**src/rtl/pong_pkg.sv**
```systemverilog
// Shared constants for the pong match controller: state codes and winner codes.
package pong_pkg;

  // Match state codes; this is also the encoding driven on dstate.
  localparam logic [2:0] ST_MENU      = 3'd0;
  localparam logic [2:0] ST_SET       = 3'd1;
  localparam logic [2:0] ST_START     = 3'd2;
  localparam logic [2:0] ST_PLAY      = 3'd3;
  localparam logic [2:0] ST_END_POINT = 3'd4;
  localparam logic [2:0] ST_END_GAME  = 3'd5;
  localparam logic [2:0] ST_PAUSE     = 3'd6;

  // Winner codes.
  localparam logic [1:0] WIN_NONE = 2'b00;
  localparam logic [1:0] WIN_L    = 2'b01;
  localparam logic [1:0] WIN_R    = 2'b10;

endpackage

```
**src/rtl/pong_edge_sync.sv**
```systemverilog
// Synchroniser for one asynchronous level input, followed by a registered
// rise/fall detector. Each output pulses for one cycle per synchronised edge.
module pong_edge_sync #(
  parameter int SYNC_STAGES = 2
) (
  input  logic clk_i,
  input  logic rst_i,
  input  logic async_i,
  output logic rise_o,
  output logic fall_o
);

  logic [SYNC_STAGES-1:0] sync_q;
  logic                   prev_q;
  logic                   rise_q;
  logic                   fall_q;
  logic                   sync_lvl;

  // Fully synchronised level; the earlier stages are never looked at by logic.
  assign sync_lvl = sync_q[SYNC_STAGES-1];

  // Shift the raw level through the synchroniser and register the edge strobes.
  always_ff @(posedge clk_i or posedge rst_i) begin
    if (rst_i) begin
      sync_q <= '0;
      prev_q <= 1'b0;
      rise_q <= 1'b0;
      fall_q <= 1'b0;
    end else begin
      sync_q <= {sync_q[SYNC_STAGES-2:0], async_i};
      prev_q <= sync_lvl;
      rise_q <= sync_lvl & ~prev_q;
      fall_q <= ~sync_lvl & prev_q;
    end
  end

  assign rise_o = rise_q;
  assign fall_o = fall_q;

endmodule

```
**src/rtl/pong_match_fsm.sv**
```systemverilog
// Pong match controller: menu/serve/play/pause sequencing, point hold timer,
// per-player scores, serve side and winner. All outputs come straight from flops.
module pong_match_fsm
  import pong_pkg::*;
#(
  parameter int SCORE_W     = 4,
  parameter int WIN_SCORE   = 9,
  parameter int POINT_HOLD  = 50,
  parameter int HOLD_W      = 8,
  parameter int SYNC_STAGES = 2
) (
  input  logic               clk_f,
  input  logic               reset,
  input  logic               launch,
  input  logic               pause,
  input  logic               left_hit,
  input  logic               right_hit,
  output logic [2:0]         dstate,
  output logic [SCORE_W-1:0] score_l,
  output logic [SCORE_W-1:0] score_r,
  output logic               serve_left,
  output logic [1:0]         winner,
  output logic               ball_en,
  output logic               point_pulse
);

  localparam logic [SCORE_W-1:0] WIN_VAL   = SCORE_W'(WIN_SCORE);
  localparam logic [HOLD_W-1:0]  HOLD_LAST = HOLD_W'(POINT_HOLD - 1);

  // Conditioned edge strobes.
  logic launch_rise, launch_fall;
  logic pause_rise, pause_fall_unused;
  logic lhit_rise, lhit_fall_unused;
  logic rhit_rise, rhit_fall_unused;

  pong_edge_sync #(.SYNC_STAGES(SYNC_STAGES)) u_sync_launch (
    .clk_i(clk_f), .rst_i(reset), .async_i(launch),
    .rise_o(launch_rise), .fall_o(launch_fall)
  );

  pong_edge_sync #(.SYNC_STAGES(SYNC_STAGES)) u_sync_pause (
    .clk_i(clk_f), .rst_i(reset), .async_i(pause),
    .rise_o(pause_rise), .fall_o(pause_fall_unused)
  );

  pong_edge_sync #(.SYNC_STAGES(SYNC_STAGES)) u_sync_lhit (
    .clk_i(clk_f), .rst_i(reset), .async_i(left_hit),
    .rise_o(lhit_rise), .fall_o(lhit_fall_unused)
  );

  pong_edge_sync #(.SYNC_STAGES(SYNC_STAGES)) u_sync_rhit (
    .clk_i(clk_f), .rst_i(reset), .async_i(right_hit),
    .rise_o(rhit_rise), .fall_o(rhit_fall_unused)
  );

  logic [2:0]         state_q, state_d;
  logic [SCORE_W-1:0] score_l_q, score_l_d;
  logic [SCORE_W-1:0] score_r_q, score_r_d;
  logic               serve_q, serve_d;
  logic [1:0]         winner_q, winner_d;
  logic [HOLD_W-1:0]  hold_q, hold_d;
  logic               pulse_q, pulse_d;
  logic               ball_en_q;

  // Scores stop at the winning value and never wrap.
  function automatic logic [SCORE_W-1:0] sat_inc(input logic [SCORE_W-1:0] v);
    return (v >= WIN_VAL) ? v : v + SCORE_W'(1);
  endfunction

  // Next-state, score, serve, winner and hold-timer decisions.
  always_comb begin
    state_d   = state_q;
    score_l_d = score_l_q;
    score_r_d = score_r_q;
    serve_d   = serve_q;
    winner_d  = winner_q;
    hold_d    = hold_q;
    pulse_d   = 1'b0;
    case (state_q)
      ST_MENU: begin
        if (launch_fall) begin
          state_d   = ST_SET;
          score_l_d = '0;
          score_r_d = '0;
          serve_d   = 1'b1;
          winner_d  = WIN_NONE;
        end
      end
      ST_SET: begin
        if (launch_fall) state_d = ST_START;
      end
      ST_START: begin
        if (launch_rise) state_d = ST_PLAY;
      end
      ST_PLAY: begin
        if (pause_rise) begin
          state_d = ST_PAUSE;
        end else if (lhit_rise && rhit_rise) begin
          // Simultaneous wall hits: replay the point with no score change.
          state_d = ST_END_POINT;
          hold_d  = '0;
        end else if (lhit_rise) begin
          state_d   = ST_END_POINT;
          hold_d    = '0;
          score_r_d = sat_inc(score_r_q);
          serve_d   = 1'b0;
          pulse_d   = 1'b1;
        end else if (rhit_rise) begin
          state_d   = ST_END_POINT;
          hold_d    = '0;
          score_l_d = sat_inc(score_l_q);
          serve_d   = 1'b1;
          pulse_d   = 1'b1;
        end
      end
      ST_PAUSE: begin
        if (pause_rise) state_d = ST_PLAY;
      end
      ST_END_POINT: begin
        if (hold_q == HOLD_LAST) begin
          if (score_l_q == WIN_VAL || score_r_q == WIN_VAL) begin
            state_d  = ST_END_GAME;
            winner_d = (score_l_q == WIN_VAL) ? WIN_L : WIN_R;
          end else begin
            state_d = ST_START;
          end
        end else begin
          hold_d = hold_q + HOLD_W'(1);
        end
      end
      ST_END_GAME: begin
        if (launch_fall) state_d = ST_MENU;
      end
      default: state_d = ST_MENU;
    endcase
  end

  // Commit the decisions; ball_en is registered alongside the state it mirrors.
  always_ff @(posedge clk_f or posedge reset) begin
    if (reset) begin
      state_q   <= ST_MENU;
      score_l_q <= '0;
      score_r_q <= '0;
      serve_q   <= 1'b1;
      winner_q  <= WIN_NONE;
      hold_q    <= '0;
      pulse_q   <= 1'b0;
      ball_en_q <= 1'b0;
    end else begin
      state_q   <= state_d;
      score_l_q <= score_l_d;
      score_r_q <= score_r_d;
      serve_q   <= serve_d;
      winner_q  <= winner_d;
      hold_q    <= hold_d;
      pulse_q   <= pulse_d;
      ball_en_q <= (state_d == ST_PLAY);
    end
  end

  assign dstate      = state_q;
  assign score_l     = score_l_q;
  assign score_r     = score_r_q;
  assign serve_left  = serve_q;
  assign winner      = winner_q;
  assign ball_en     = ball_en_q;
  assign point_pulse = pulse_q;

endmodule

```
**config.mk**
```make
export PLATFORM = sky130hd
export DESIGN_NAME = pong_match_fsm
export DESIGN_NICKNAME = d
export VERILOG_FILES = /design/src/rtl/pong_pkg.sv /design/src/rtl/pong_edge_sync.sv /design/src/rtl/pong_match_fsm.sv
export SDC_FILE = /design/constraint.sdc
export NUM_CORES = 1
export LEC_CHECK = 0
export ABC_AREA = 1
export CAP_MARGIN = 20
export CORE_UTILIZATION = 55
export DETAILED_ROUTE_END_ITERATION = 8
export DONT_BUFFER_PORTS = 1
export PLACE_DENSITY = 0.85
export SLEW_MARGIN = 20
export SYNTH_ARGS = -nofsm -noshare
export SYNTH_HDL_FRONTEND = slang
export SYNTH_SLANG_ARGS = --single-unit
```
**constraint.sdc**
```tcl
create_clock -name clk_f -period 1.3 [get_ports clk_f]
set_input_delay 0.13 -clock clk_f [delete_from_list [all_inputs] [get_ports clk_f]]
set_output_delay 0.13 -clock clk_f [all_outputs]
set_load 0.005 [all_outputs]
```
==> impl_metrics.csv, run 1 <==
group,metric,value,unit
die,core,3740,um2
sta,max_clock_freq,0.672,GHz
critical_path,critPathLaunchType,"register",
global_routing,overflow,0,
finish,layout_commonest_cell,"nand2_1",
drt,routed_wirelength,7.03,mm
sta,fin_tns_setup,-2560,ps
clock_tree,clockRootBuffer,"clkbuf_8",
die,start_util,0.584,
finish,n_antenna_cell,0,
die,pin_count,22,
global_routing,grt_pass1_vias,2142,
synth,ys_seq_area_frac,0.470,
pwr,leakagePower,0.00150,uW
finish,fin_nets,351,
die,die_y,65.0,um
sta,rsz0062_at_grt,"yes",
die,core.rowCount,22,
global_routing,grt_max_degree,42,
synth,syn_nets,296,
job,cap_viol_max_count,0,
sta,fin_crit_sh,1.15,
finish,n_fill_cell,204,
drt,wl_per_cell,18.4,um
die,die_w,65.0,um
sta,setup_viol,23,
sta,finalCriticalPeriod,1490,ps
placed_design,post-dp-hpwl,3.58,mm
sta,finClkSkew,14.1,ps
synth,yosysWarnings,0,
finish,drive_above_1_share,0.439,
clock_tree,cts.sinks,41,
clock_tree,numCtsBuffers,5,
placed_design,place_congestion,0.927,
critical_path,crit_required,1540,ps
critical_path,cp_max_fo,8,
synth,synth_area_per_cell,7.83,um2
finish,final_area,3110,um2
run_status,violations,"setup timing",
drt,via_per_inst,5.96,
drt,drc,0,
drt,drt-pass1-iter-count,6,
synth,synth.distinct_cells,25,
drt,drt_iter0_markers,270,
sta,worst_slack,-189,ps
global_routing,grt_usage,0.302,
run_status,status,"finished with violations",
critical_path,crit_path_end_kind,"register",
pwr,power_density,1770,nW/um2
global_routing,antenna_found_initial,0,
clock_tree,clk-insertion-delay-late,310,ps
die,dieArea,4230,um2
synth,synth_edf_count,0,
critical_path,cp.arrival,1730,ps
synth,synth_area,2190,um2
finish,final_cell_mix,"55 x nand2_1, 38 x buf_4, 32 x dfrtp_1",
drt,antenna_left,0,
synth,ys_ff_latch,41,
synth,synth-main-ff-cell,"dfrtp_1",
synth,syn_inst,279,
hold_path,worstHoldPathType,"input pin to async pin",
placed_design,port-buffer-count,0,
clock_tree,cts_tree,"built",
pwr,peakVddDrop,0.00123,V
clock_tree,clk_pin_slew,100,ps
global_routing,grt_pass1_wl,9.57,mm
sta,worstMarginPinSlew,363,ps
drt,routed-via-count,2282,
placed_design,placed_area,2530,um2
finish,area_delta_synth_final,42.2,%
critical_path,crit_type,"register to register",
clock_tree,ctsLongestPathBuffers,2,
clock_tree,h-tree-depth,2,
finish,stdcell_count,383,
sta,finalHoldViolCount,0,
sta,finalHoldWorstSlack,303,ps
sta,slew_headroom,0.758,
placed_design,placedCellCount,361,
sta,slew_viol_final,0,
synth,synth_async_sr_flop_share,1.00,
pwr,p_total,5520,uW
==> stage by stage <==
| stage | setup slack (ps) | utilization |
|---|---|---|
| 6_report | -189 | 0.831 |
| 5_1_grt | -255 | 0.831 |
| 4_1_cts | -37.9 | 0.756 |
| 3_5_place_dp | -166 | 0.677 |
| 3_3_place_gp | -108 | 0.677 |
| 2_1_floorplan | -8.50 | - |
==> critical path: stages, from the launching register on <==
cell     delay (ps)
dfrtp_1         400
inv_2            80
ha_4            140
nand2_2          50
nor2_2          110
nand2_1         100
nand2_2         150
nand2_4         120
nand2_8         130
nand2_1          80
nand2_1          70
==> flip-flops by register name, indices dropped and copies added, names as in the netlist, 2 cells and up <==
register              flops
dstate                    3
hold_q                    8
score_l                   4
score_r                   4
u_sync_launch.sync_q      2
u_sync_lhit.sync_q        2
u_sync_pause.sync_q       2
u_sync_rhit.sync_q        2
winner                    2
==> metal layers <==
layer | up-vias | track usage | wire length (um) | share of wire
li1 | 981 | - | - | -
met1 | 1059 | 0.370 | 2630 | 0.37
met2 | 190 | 0.483 | 3270 | 0.47
met3 | 52 | 0.0757 | 665 | 0.095
met4 | 0 | 0.171 | 463 | 0.066
met5 | - | 0 | 0 | 0
==> kinds of logic after synthesis <==
| logic type | synth area share |
|---|---|
| fa+ha+maj | 0.0630 |
| xor+xnor | 0.0160 |
| flops | 0.470 |
| compound gates | 0.0355 |
| buf+inv | 0.0790 |
| simple gates | 0.337 |
==> report_power, final <==
part | internal, uW | switching [uW]
Sequential | 1460 | 215
Combinational | 1210 | 1710
Clock | 399 | 527
==> worst paths after layout <==
path / startpoint / end / slack (ps) / depth (start not counted)
max: hold_q[1]$_DFFE_PP0P_ / hold_q[0]$_DFFE_PP0P_ / -190 / 10
min: reset / point_pulse$_DFF_PP0_ / 300 / 3
max reg2reg: hold_q[1]$_DFFE_PP0P_ / hold_q[0]$_DFFE_PP0P_ / -190 / 10
min reg2reg: u_sync_launch.sync_q[0]$_DFF_PP0_ / u_sync_launch.sync_q[1]$_DFF_PP0_ / 350 / 0
max in group asynchronous: reset / serve_left$_DFFE_PP1P_ / 740 / 3
min in group clk_f: u_sync_launch.sync_q[0]$_DFF_PP0_ / u_sync_launch.sync_q[1]$_DFF_PP0_ / 350 / 0
==> layout make-up <==
cell class / instances / area (um2) / area share
multi-input cells: 197 / 1320 / 0.424
repair buffers: 52 / 454 / 0.146
well taps: 48 / 60.1 / 0.0193
flip-flops and latches: 41 / 1040 / 0.334
clock buffers: 5 / 68.8 / 0.0221
inverters: 37 / 144 / 0.0463
clock inverters: 3 / 26.3 / 0.00845
==> Yosys cell counts, types with 2 or more instances <==
master    instances  area (um2)
nand2_1          81         304
dfrtp_1          40        1000
nor2_1           38         143
inv_1            34         128
nand3_1          26         130
ha_1             11         138
nand4_1           7        43.8
o21ai_1           6        30.0
nand2_2           4        25.0
nor2_2            4        25.0
inv_2             3        11.3
o21ai_0           3        15.0
a21oi_1           2        10.0
buf_6             2        22.5
nand2_4           2        22.5
nand3_2           2        20.0
nor3_1            2        10.0
o21bai_1          2        15.0
or2_2             2        12.5
xnor2_1           2        17.5
xor2_1            2        17.5
==> repair_timing <==
action | 4_1_cts | 5_1_grt
endpoints found under the hold margin | 44 | 0
setup endpoints to repair | 22 | 23
hold buffers | 5 | 0
pin swaps | 16 | 33
setup buffers | 4 | 5
resized for setup | 38 | 67
Note: power is estimated with default switching activity, not from simulation.
==> run 2: changes to the inputs <==
PLACE_DENSITY = 0.82   (was 0.85)
clock period = 1.4 ns   (was 1.3 ns; I/O delays follow)
==> impl_metrics.csv, run 2 (synthesis gave the netlist of run 1 again) <==
group,metric,value,unit
clock_tree,cts_tree,"built",
finish,area_delta_synth_final,24.2,%
pwr,p_total,4270,uW
finish,final_cell_mix,"70 x nand2_1, 36 x dfrtp_1, 31 x inv_1, 31 x nor2_1, 24 x buf_4",
hold_path,worstHoldPathType,"register to register",
critical_path,crit_required,1650,ps
drt,routed-via-count,1925,
pwr,power_density,1570,nW/um2
finish,drive_above_1_share,0.272,
clock_tree,numCtsBuffers,5,
finish,final_area,2710,um2
finish,multi_input_area,1150,um2
critical_path,cp.arrival,1680,ps
drt,wl_per_cell,13.2,um
finish,layout_commonest_cell,"nand2_1",
sta,finalHoldWorstSlack,359,ps
sta,setup_viol,9,
finish,final_util,0.725,
placed_design,port-buffer-count,0,
finish,n_fill_cell,269,
global_routing,grt_pass1_vias,1698,
sta,worst_slack,-38.0,ps
placed_design,place_congestion,0.972,
pwr,peakVddDrop,0.000881,V
global_routing,antenna_found_initial,0,
placed_design,placedCellCount,343,
sta,finClkSkew,3.76,ps
clock_tree,clk_pin_slew,80,ps
die,die_w,65.0,um
critical_path,crit_path_end_kind,"register",
finish,top_register,"hold_q",
sta,worstMarginPinSlew,497,ps
finish,fin_nets,329,
global_routing,grt_usage,0.227,
clock_tree,clk-insertion-delay-late,300,ps
clock_tree,h-tree-depth,2,
global_routing,grt_max_degree,42,
critical_path,critPathLaunchType,"register",
die,die_y,65.0,um
sta,finalHoldViolCount,0,
global_routing,overflow,0,
finish,seqCellArea,1030,um2
finish,largest_reg_flops,8,
die,dieArea,4230,um2
drt,drc,0,
sta,finalCriticalPeriod,1440,ps
sta,slew_headroom,0.669,
critical_path,crit_type,"register to register",
critical_path,cp_max_fo,8,
sta,max_clock_freq,0.695,GHz
placed_design,post-dp-hpwl,3.02,mm
run_status,status,"finished with violations",
die,core,3740,um2
sta,rsz0062_at_grt,"yes",
drt,via_per_inst,5.33,
clock_tree,clockRootBuffer,"clkbuf_8",
placed_design,placed_area,2360,um2
clock_tree,ctsLongestPathBuffers,2,
critical_path,r2r_setup_slack,-40,ps
run_status,violations,"setup timing",
job,cap_viol_max_count,0,
finish,n_antenna_cell,0,
die,start_util,0.584,
global_routing,grt_pass1_wl,7.18,mm
drt,drt-pass1-iter-count,5,
sta,fin_crit_sh,1.03,
die,core.rowCount,22,
clock_tree,cts.sinks,41,
sta,slew_viol_final,0,
drt,drt_iter0_markers,151,
finish,stdcell_count,361,
drt,antenna_left,0,
die,pin_count,22,
drt,routed_wirelength,4.77,mm
pwr,leakagePower,0.00132,uW
==> run 2: changes by cell type in the layout (fill, tap and decap cells not counted), sizes merged <==
cell / previous run / this run
buf: 47 / 25
clkinv: 1 / 0
clkinvlp: 0 / 3
inv: 39 / 37
==> run 2: power by group <==
part	leakage (uW)	internal [uW]	total, uW	switching (uW)
logic	0.000754	756	1910	1150
registers	0.000526	1350	1570	228
clock network	0.0000364	350	791	442
total	0.00132	2450	4270	1820
==> run 2: cell type report <==
type	count	share of cell area
Timing Repair Buffer	30	0.0890
Multi-Input combinational cell	197	0.423
Tap cell	48	0.0221
Inverter	37	0.0521
Sequential cell	41	0.380
Clock inverter	3	0.00830
Clock buffer	5	0.0254
==> run 2: layer usage <==
metal / wire length (um) / GRT usage / vias up
met5: 0 / 0 / -
met4: 87 / 0.0924 / 0
met3: 241 / 0.0616 / 8
met2: 2240 / 0.348 / 61
met1: 2200 / 0.305 / 920
li1: - / - / 936
==> run 2: timing repair <==
action | in CTS | in global routing
gates resized for setup | 5 | 43
hold endpoints to repair | 44 | 0
pin swaps | 0 | 17
setup endpoints to repair | 13 | 22
hold buffers | 5 | 0
buffers inserted | 0 | 5
==> run 2: worst paths after layout <==
| check | end | cells after the start | start |
|---|---|---|---|
| setup / recovery | hold_q[1]$_DFFE_PP0P_ | 8 | dstate[2]$_DFF_PP0_ |
| hold / removal | u_sync_launch.sync_q[1]$_DFF_PP0_ | 0 | u_sync_launch.sync_q[0]$_DFF_PP0_ |
| setup reg to reg | hold_q[1]$_DFFE_PP0P_ | 8 | dstate[2]$_DFF_PP0_ |
| hold reg to reg | u_sync_launch.sync_q[1]$_DFF_PP0_ | 0 | u_sync_launch.sync_q[0]$_DFF_PP0_ |
| max in group asynchronous | dstate[2]$_DFF_PP0_ | 3 | reset |
| min in group asynchronous | u_sync_lhit.rise_o$_DFF_PP0_ | 3 | reset |
==> run 2: critical path: stages, from the launching register on <==
cell and delay, ps:
dfrtp_2 490, inv_4 120, nand4_1 190, buf_4 210, nand2_1 70, inv_2 80
nand2_8 100, nand2_1 60, nand2_1 50
==> run 2: metrics by stage <==
stage / worst slack [ps] / setup TNS [ps]
after floorplan: 43.3 / 0
after global placement: 32.7 / 0
after detailed placement: -23.1 / -73.1
after CTS: 24.5 / 0
after global routing: -96.6 / -1390
final: -38.0 / -237
